--- src/rtl/mips_pkg.sv ---
// Shared definitions for the MIPS fetch stage.
//   fetch_state_t : fetch FSM states (IDLE, RUN, HALTED, FAULT)
//   INSTR_W       : instruction word width
//   ADDR_W_DEF    : default PC / address width
//   ALIGN_MASK    : low address bits that must be zero for a word fetch
//   is_misaligned : true when a byte address is not word aligned
package mips_pkg;

  localparam int INSTR_W    = 32;
  localparam int ADDR_W_DEF = 32;

  localparam logic [1:0] ALIGN_MASK = 2'b11;

  typedef enum logic [1:0] {
    IDLE   = 2'd0,
    RUN    = 2'd1,
    HALTED = 2'd2,
    FAULT  = 2'd3
  } fetch_state_t;

  function automatic logic is_misaligned(input logic [1:0] addr_lsbs);
    return (addr_lsbs & ALIGN_MASK) != 2'b00;
  endfunction

endpackage

--- src/rtl/mips_fetch_stage_if.sv ---
// Bundle between the fetch stage and its neighbours (instruction ROM,
// decode stage, status observers).
//   slave  : the fetch stage itself
//   master : the environment (ROM returns instr_rdata, ID drives
//            stall/redirect/halt and consumes the IF/ID register)
//
// Handshake: the IF/ID register transfers to decode on every rising edge
// where if_id_valid=1 and stall=0. stall is the inverse of a ready signal;
// while it is high the fetch stage holds if_id_* and the PC unchanged. The
// ROM leg has no handshake: instr_rdata must answer instr_addr in the same
// cycle. dbg_state mirrors the fetch FSM state for observation only.
interface mips_fetch_stage_if;
  import mips_pkg::*;

  logic                stall;
  logic                redirect_valid;
  logic [31:0]         redirect_target;
  logic                halt_req;
  logic [31:0]         instr_addr;
  logic [INSTR_W-1:0]  instr_rdata;
  logic                if_id_valid;
  logic [INSTR_W-1:0]  if_id_instr;
  logic [31:0]         if_id_pc;
  logic [31:0]         if_id_pc_plus4;
  logic                active;
  logic                fault;
  logic [31:0]         fault_addr;
  logic [31:0]         fetch_count;
  fetch_state_t        dbg_state;

  modport slave (
    input  stall, redirect_valid, redirect_target, halt_req, instr_rdata,
    output instr_addr, if_id_valid, if_id_instr, if_id_pc, if_id_pc_plus4,
           active, fault, fault_addr, fetch_count, dbg_state
  );

  modport master (
    output stall, redirect_valid, redirect_target, halt_req, instr_rdata,
    input  instr_addr, if_id_valid, if_id_instr, if_id_pc, if_id_pc_plus4,
           active, fault, fault_addr, fetch_count, dbg_state
  );

endinterface

--- src/rtl/mips_pc_reg.sv ---
// Program counter with next-PC selection and a one-entry pending redirect.
// Ports:
//   clk, reset          : clock, synchronous active-high reset
//   advance_i           : a fetch happens this cycle; load the next PC
//   capture_i           : stalled in RUN; remember a redirect for later
//   redirect_valid_i    : redirect resolved in decode this cycle
//   redirect_target_i   : redirect destination
//   pc_o, pc_plus4_o    : current PC and its sequential successor
module mips_pc_reg #(
  parameter int                ADDR_W       = 32,
  parameter logic [ADDR_W-1:0] RESET_VECTOR = '0
) (
  input  logic              clk,
  input  logic              reset,
  input  logic              advance_i,
  input  logic              capture_i,
  input  logic              redirect_valid_i,
  input  logic [ADDR_W-1:0] redirect_target_i,
  output logic [ADDR_W-1:0] pc_o,
  output logic [ADDR_W-1:0] pc_plus4_o
);

  logic [ADDR_W-1:0] pc_q, pc_d;
  logic              pend_valid_q, pend_valid_d;
  logic [ADDR_W-1:0] pend_target_q, pend_target_d;
  logic [ADDR_W-1:0] pc_plus4;

  // Wraps modulo 2^ADDR_W by construction.
  assign pc_plus4 = pc_q + ADDR_W'(4);

  always_comb begin
    pc_d          = pc_q;
    pend_valid_d  = pend_valid_q;
    pend_target_d = pend_target_q;
    if (advance_i) begin
      // A fresh redirect beats one remembered from a stall.
      if (redirect_valid_i)  pc_d = redirect_target_i;
      else if (pend_valid_q) pc_d = pend_target_q;
      else                   pc_d = pc_plus4;
      pend_valid_d = 1'b0;
    end else if (capture_i && redirect_valid_i) begin
      // Newest redirect wins if decode re-resolves during a long stall.
      pend_valid_d  = 1'b1;
      pend_target_d = redirect_target_i;
    end
  end

  always_ff @(posedge clk) begin
    if (reset) begin
      pc_q          <= RESET_VECTOR;
      pend_valid_q  <= 1'b0;
      pend_target_q <= '0;
    end else begin
      pc_q          <= pc_d;
      pend_valid_q  <= pend_valid_d;
      pend_target_q <= pend_target_d;
    end
  end

  assign pc_o       = pc_q;
  assign pc_plus4_o = pc_plus4;

endmodule

--- src/rtl/mips_fetch_stage.sv ---
// Instruction-fetch stage of the Harvard MIPS core.
// Drives the PC onto the combinational instruction ROM, captures the word
// into the IF/ID register, and handles stall, delay-slot redirects, halt
// and misaligned-target faults.
// Ports:
//   clk, reset : clock, synchronous active-high reset
//   bus        : mips_fetch_stage_if.slave (ROM, decode and status signals)
module mips_fetch_stage
  import mips_pkg::*;
#(
  parameter int                ADDR_W       = ADDR_W_DEF,
  parameter logic [ADDR_W-1:0] RESET_VECTOR = '0
) (
  input  logic                clk,
  input  logic                reset,
  mips_fetch_stage_if.slave   bus
);

  fetch_state_t       state_q;
  logic               if_id_valid_q;
  logic [INSTR_W-1:0] if_id_instr_q;
  logic [ADDR_W-1:0]  if_id_pc_q;
  logic [ADDR_W-1:0]  if_id_pc_plus4_q;
  logic               active_q;
  logic               fault_q;
  logic [ADDR_W-1:0]  fault_addr_q;
  logic [31:0]        fetch_count_q;

  logic [ADDR_W-1:0]  pc;
  logic [ADDR_W-1:0]  pc_plus4;
  logic               bad_redirect;
  logic               keep_running;
  logic               advance;
  logic               capture;

  // A misaligned target faults whether or not decode is stalling us, and
  // it takes precedence over a simultaneous halt request.
  assign bad_redirect = bus.redirect_valid && is_misaligned(bus.redirect_target[1:0]);
  assign keep_running = (state_q == RUN) && !bad_redirect && !bus.halt_req;
  assign advance      = keep_running && !bus.stall;
  assign capture      = keep_running && bus.stall;

  mips_pc_reg #(
    .ADDR_W       (ADDR_W),
    .RESET_VECTOR (RESET_VECTOR)
  ) u_pc_reg (
    .clk               (clk),
    .reset             (reset),
    .advance_i         (advance),
    .capture_i         (capture),
    .redirect_valid_i  (bus.redirect_valid),
    .redirect_target_i (bus.redirect_target),
    .pc_o              (pc),
    .pc_plus4_o        (pc_plus4)
  );

  always_ff @(posedge clk) begin
    if (reset) begin
      state_q          <= IDLE;
      if_id_valid_q    <= 1'b0;
      if_id_instr_q    <= '0;
      if_id_pc_q       <= '0;
      if_id_pc_plus4_q <= '0;
      active_q         <= 1'b1;
      fault_q          <= 1'b0;
      fault_addr_q     <= '0;
      fetch_count_q    <= '0;
    end else begin
      case (state_q)
        IDLE: begin
          state_q       <= RUN;
          if_id_valid_q <= 1'b0;
        end
        RUN: begin
          if (bad_redirect) begin
            state_q       <= FAULT;
            fault_q       <= 1'b1;
            fault_addr_q  <= bus.redirect_target;
            if_id_valid_q <= 1'b0;
            active_q      <= 1'b0;
          end else if (bus.halt_req) begin
            state_q       <= HALTED;
            if_id_valid_q <= 1'b0;
            active_q      <= 1'b0;
          end else if (!bus.stall) begin
            // The word fetched alongside a redirect is the delay slot and
            // is delivered like any other instruction.
            if_id_valid_q    <= 1'b1;
            if_id_instr_q    <= bus.instr_rdata;
            if_id_pc_q       <= pc;
            if_id_pc_plus4_q <= pc_plus4;
            fetch_count_q    <= fetch_count_q + 32'd1;
          end
        end
        HALTED, FAULT: begin
          if_id_valid_q <= 1'b0;
        end
        default: begin
          state_q <= IDLE;
        end
      endcase
    end
  end

  assign bus.instr_addr     = pc;
  assign bus.if_id_valid    = if_id_valid_q;
  assign bus.if_id_instr    = if_id_instr_q;
  assign bus.if_id_pc       = if_id_pc_q;
  assign bus.if_id_pc_plus4 = if_id_pc_plus4_q;
  assign bus.active         = active_q;
  assign bus.fault          = fault_q;
  assign bus.fault_addr     = fault_addr_q;
  assign bus.fetch_count    = fetch_count_q;
  assign bus.dbg_state      = state_q;

endmodule

--- src/flat_wrapper.sv ---
// flat-port wrapper written by rule: the top's interface ports become plain ports
module mips_fetch_stage_flat import mips_pkg::*;
#(
  parameter int                ADDR_W       = ADDR_W_DEF,
  parameter logic [ADDR_W-1:0] RESET_VECTOR = '0
)
  (clk, reset, bus_stall, bus_redirect_valid, bus_redirect_target, bus_halt_req, bus_instr_rdata, bus_instr_addr, bus_if_id_valid, bus_if_id_instr, bus_if_id_pc, bus_if_id_pc_plus4, bus_active, bus_fault, bus_fault_addr, bus_fetch_count, bus_dbg_state);
  mips_fetch_stage_if bus_i ();
  input  logic clk;
  input  logic reset;
  input wire logic [$bits(bus_i.stall)-1:0] bus_stall;
  input wire logic [$bits(bus_i.redirect_valid)-1:0] bus_redirect_valid;
  input wire logic [$bits(bus_i.redirect_target)-1:0] bus_redirect_target;
  input wire logic [$bits(bus_i.halt_req)-1:0] bus_halt_req;
  input wire logic [$bits(bus_i.instr_rdata)-1:0] bus_instr_rdata;
  output wire logic [$bits(bus_i.instr_addr)-1:0] bus_instr_addr;
  output wire logic [$bits(bus_i.if_id_valid)-1:0] bus_if_id_valid;
  output wire logic [$bits(bus_i.if_id_instr)-1:0] bus_if_id_instr;
  output wire logic [$bits(bus_i.if_id_pc)-1:0] bus_if_id_pc;
  output wire logic [$bits(bus_i.if_id_pc_plus4)-1:0] bus_if_id_pc_plus4;
  output wire logic [$bits(bus_i.active)-1:0] bus_active;
  output wire logic [$bits(bus_i.fault)-1:0] bus_fault;
  output wire logic [$bits(bus_i.fault_addr)-1:0] bus_fault_addr;
  output wire logic [$bits(bus_i.fetch_count)-1:0] bus_fetch_count;
  output wire logic [$bits(bus_i.dbg_state)-1:0] bus_dbg_state;
  assign bus_i.stall = bus_stall;
  assign bus_i.redirect_valid = bus_redirect_valid;
  assign bus_i.redirect_target = bus_redirect_target;
  assign bus_i.halt_req = bus_halt_req;
  assign bus_i.instr_rdata = bus_instr_rdata;
  assign bus_instr_addr = bus_i.instr_addr;
  assign bus_if_id_valid = bus_i.if_id_valid;
  assign bus_if_id_instr = bus_i.if_id_instr;
  assign bus_if_id_pc = bus_i.if_id_pc;
  assign bus_if_id_pc_plus4 = bus_i.if_id_pc_plus4;
  assign bus_active = bus_i.active;
  assign bus_fault = bus_i.fault;
  assign bus_fault_addr = bus_i.fault_addr;
  assign bus_fetch_count = bus_i.fetch_count;
  assign bus_dbg_state = bus_i.dbg_state;
  mips_fetch_stage #(.ADDR_W(ADDR_W), .RESET_VECTOR(RESET_VECTOR)) u_core (.clk(clk), .reset(reset), .bus(bus_i));
endmodule
--- config.mk ---
export PLATFORM = sky130hd
export DESIGN_NAME = mips_fetch_stage_flat
export DESIGN_NICKNAME = d
export VERILOG_FILES = /design/src/rtl/mips_pkg.sv /design/src/rtl/mips_fetch_stage_if.sv /design/src/rtl/mips_pc_reg.sv /design/src/rtl/mips_fetch_stage.sv /design/src/flat_wrapper.sv
export SDC_FILE = /design/constraint.sdc
export NUM_CORES = 1
export LEC_CHECK = 0
export ABC_CLOCK_PERIOD_IN_PS = 7300
export CORE_UTILIZATION = 50
export DETAILED_ROUTE_END_ITERATION = 8
export PLACE_DENSITY = 0.91
export SLEW_MARGIN = 10
export SYNTH_ARGS = -nofsm -noshare
export SYNTH_HDL_FRONTEND = slang
export SYNTH_HIERARCHICAL = 1
export SYNTH_SLANG_ARGS = --single-unit
--- constraint.sdc ---
create_clock -name clk -period 7.3 [get_ports clk]
set_clock_uncertainty 0.05 [all_clocks]
set_input_delay 1.095 -clock clk [delete_from_list [all_inputs] [get_ports clk]]
set_output_delay 1.095 -clock clk [all_outputs]
set_load 0.01 [all_outputs]
==> impl_metrics.yaml <==
setup_path:
  reg2reg_slack_ns: 3.62
  cp_max_fo: 90
  reg2reg_depth: 7
  path_cells: "clkdlybuf4s50_1 -> or3b_1 -> or3_4 -> inv_4 -> nor2b_1 -> o311ai_0 -> nor3b_1 -> a211o_1"
  start_kind: "input pin"
  critPathKind: "input pin to flip-flop"
  cp-end-kind: "flip-flop"
  cp.buffers_inverters: 2
  critical_path_arrival_ns: 4.74
  r2r-end: "u_core/u_pc_reg/pc_o[20]"
  max_stage_delay_ns: 0.67
  crit_slowest_cell: "nor2b_1"
  critPathTopFamily: "simple AND/OR/NAND/NOR gates"
  cp.required_ns: 7.72
  r2r_start: "u_core/bus.dbg_state[0]"
floorplan:
  dieArea_um2: 20600
  start_util: 0.512
  ioPinCount: 266
  rows: 51
  fp.dieW_um: 143
  core_area_um2: 19500
  die_h_um: 143
cts:
  htreeDepth: 1
  cts_tree: "built"
  cts_buffer_depth: 3
  postCtsSetupBuffers: 0
  cts_root_buffer: "clkbuf_16"
  numCtsBuffers: 25
  insertion_delay_ns: 0.53
  ctsResizeCount: 0
  ctsHoldBuffers: 0
  path_clk_slew_ns: 0.06
  cts_sinks: 230
layout:
  antenna_cells: 0
  postLayoutCellArea_um2: 13500
  drive_above_1_share: 0.0556
  fin_util: 0.691
  syn2layout_area_growth_pct: 35.1
  nNetsFinal: 1563
timing:
  relSlewSlack: 0.223
  finalMaxSlewViolations: 0
  fin_crit_ns: 4.32
  setup_tns_ns: 0
  hold_ws_ns: 0.402
  max_freq_mhz: 231
  hold_viol_final: 0
  fin_ws_ns: 2.98
  rsz0062_at_grt: "no"
  worstMarginPinSlew_ns: 1.16
  post-route-period-util: 0.592
  setup_viol: 0
status:
  outcome: "complete, but fails checks"
  violations: "DRC"
global_routing:
  grt_util_all_layers: 0.287
  antenna_found_initial: 0
  grt_busiest_layer: "met2"
  use_met3: 0.0543
  use_met1: 0.352
  use_met2: 0.483
  grt_max_degree: 92
  grt_first_pass_wirelength_um: 47300
  overflow: 0
  grt_pass1_vias: 9444
yosys:
  syn_nets: 1365
  synth-seq-area-share: 0.461
  synth-edff-count: 0
  synth_async_sr_flop_share: 0
  synth_area_um2: 9990
  syn_inst: 1294
  ys.flop_type: "dfxtp_1"
  yosysTopAreaCellShare: 0.461
  yosys.cell_types.count: 66
  synth_area_leaders: "dfxtp_1 (46%), nand2_1 (14%), a21oi_1 (10%), clkbuf_1 (2.8%), xnor2_1 (1.9%)"
  yosysMostFrequentCell: "nand2_1"
  yosysTopAreaCell: "dfxtp_1"
  synth_seq_cells: 230
  yosys_warnings: 6
  synth_area_per_cell_um2: 7.72
  netlist_top_cells_count: "nand2_1 (380), dfxtp_1 (230), a21oi_1 (203)"
worst_hold_path:
  hold_path_end: "u_core/bus.if_id_instr[2]"
  min_from: "u_core/bus.if_id_instr[2]"
  hold_class: "flip-flop to flip-flop"
  holdPathStages: 2
drt:
  wl_per_cell_um: 17.2
  antenna_left: 0
  via_per_inst: 5.76
  routed-via-count: 10200
  first_pass_iters: 9
  drc: 1
  first_iter_violations: 1018
  wirelength_um: 30500
power_and_ir_drop:
  leakage_nw: 4.48
  peakVddDrop_mv: 0.162
  powerDensity_nw_per_um2: 210
placed_design:
  dpl_worst_slack_ns: 2.66
  numPortBuffers: 265
  dp_hpwl_um: 20600
  gp_congestion: 0.925
  postPlaceCellArea_um2: 12600
flow_run:
  cap_violations: 0
==> registers in the layout, summed over array words and instances, names as in the netlist <==
name,count
u_core/bus.if_id_pc,32
u_core/u_pc_reg/pend_target_q,32
u_core/bus.fetch_count,32
u_core/bus.if_id_instr,32
u_core/bus.fault,1
u_core/bus.dbg_state,2
u_core/u_pc_reg/pend_valid_q,1
u_core/bus.active,1
u_core/u_pc_reg/pc_o,32
u_core/bus.fault_addr,32
u_core/bus.if_id_pc_plus4,32
u_core/bus.if_id_valid,1
==> placed cells by master (no fill, tap or decap), drive strengths merged, types with 4 or more instances in the layout <==
master,netlist,layout
a211oi,7,7
a21oi,203,203
a31oi,8,8
and2,4,4
and3,11,11
and4,8,8
buf,28,10
bufinv,0,4
clkbuf,74,30
clkdlybuf4s50,0,263
clkinv,1,8
clkinvlp,0,4
dfxtp,230,230
inv,18,19
mux2,9,9
mux2i,8,8
nand2,380,380
nand2b,8,8
nand3,18,18
nand4,24,24
nor2,52,52
nor2b,12,12
nor3,11,11
nor4,16,16
o21a,4,4
o21ai,29,29
o31ai,23,23
or2,6,6
or3,6,6
or4,19,19
xnor2,22,22
xor2,8,8
==> worst min-delay path, cell delays in order (launching register included) <==
cell and delay (ns):
dfxtp_1 0.31, nand2_1 0.05, a21oi_1 0.05
==> area by class of cell <==
class	instances	area, um^2
multi-input cells	943	4910
clock inverters	16	198
repair buffers	273	2710
fillers	1551	6030
well taps	265	332
inverters	19	73.8
clock buffers	30	674
flip-flops and latches	230	4600
==> through the flow <==
stage / total power, mW / std cells
5_1_grt: 2.92 / 1776
3_3_place_gp: 1.53 / 1730
3_5_place_dp: 1.53 / 1730
4_1_cts: 2.84 / 1776
2_1_floorplan: 1.42 / 1294
6_report: 2.83 / 1776
==> power by group <==
group          leakage, nW  internal (mW)  switching, mW  total, mW
Combinational         2.21         0.0952          0.120      0.216
Clock                0.421          0.803          0.517       1.32
Sequential            1.86           1.28         0.0203       1.30
Total                 4.48           2.17          0.658       2.83
==> cells by family after synthesis <==
logic type / after synthesis / share of synthesized area
flops: 230 / 0.461
compound gates: 310 / 0.178
simple gates: 584 / 0.265
mux: 17 / 0.0182
xor+xnor: 30 / 0.0263
fa+ha+maj: 2 / 0.00250
buf+inv: 121 / 0.0492
==> how the worst max path moves through the flow <==
stage | slack (ns) | start | to | cells after the start
finish | 2.98 | bus_stall | u_core/u_pc_reg/pc_o[20] | 8
global route | 2.83 | bus_stall | u_core/u_pc_reg/pc_o[20] | 8
floorplan | 3.89 | bus_stall | u_core/u_pc_reg/pc_o[23] | 10
global placement | 2.81 | bus_stall | u_core/u_pc_reg/pc_o[17] | 10
CTS | 3.12 | bus_stall | u_core/u_pc_reg/pc_o[20] | 8
detailed placement | 2.66 | bus_stall | u_core/u_pc_reg/pc_o[13] | 8
==> layer usage <==
layer | share of wire | vias up | wire (um)
met5 | 0 | - | 0
met4 | 0.040 | 0 | 1210
met3 | 0.088 | 112 | 2670
met2 | 0.48 | 531 | 14700
met1 | 0.39 | 4749 | 11900
li1 | - | 4834 | -
Note: power is estimated with default switching activity, not from simulation.
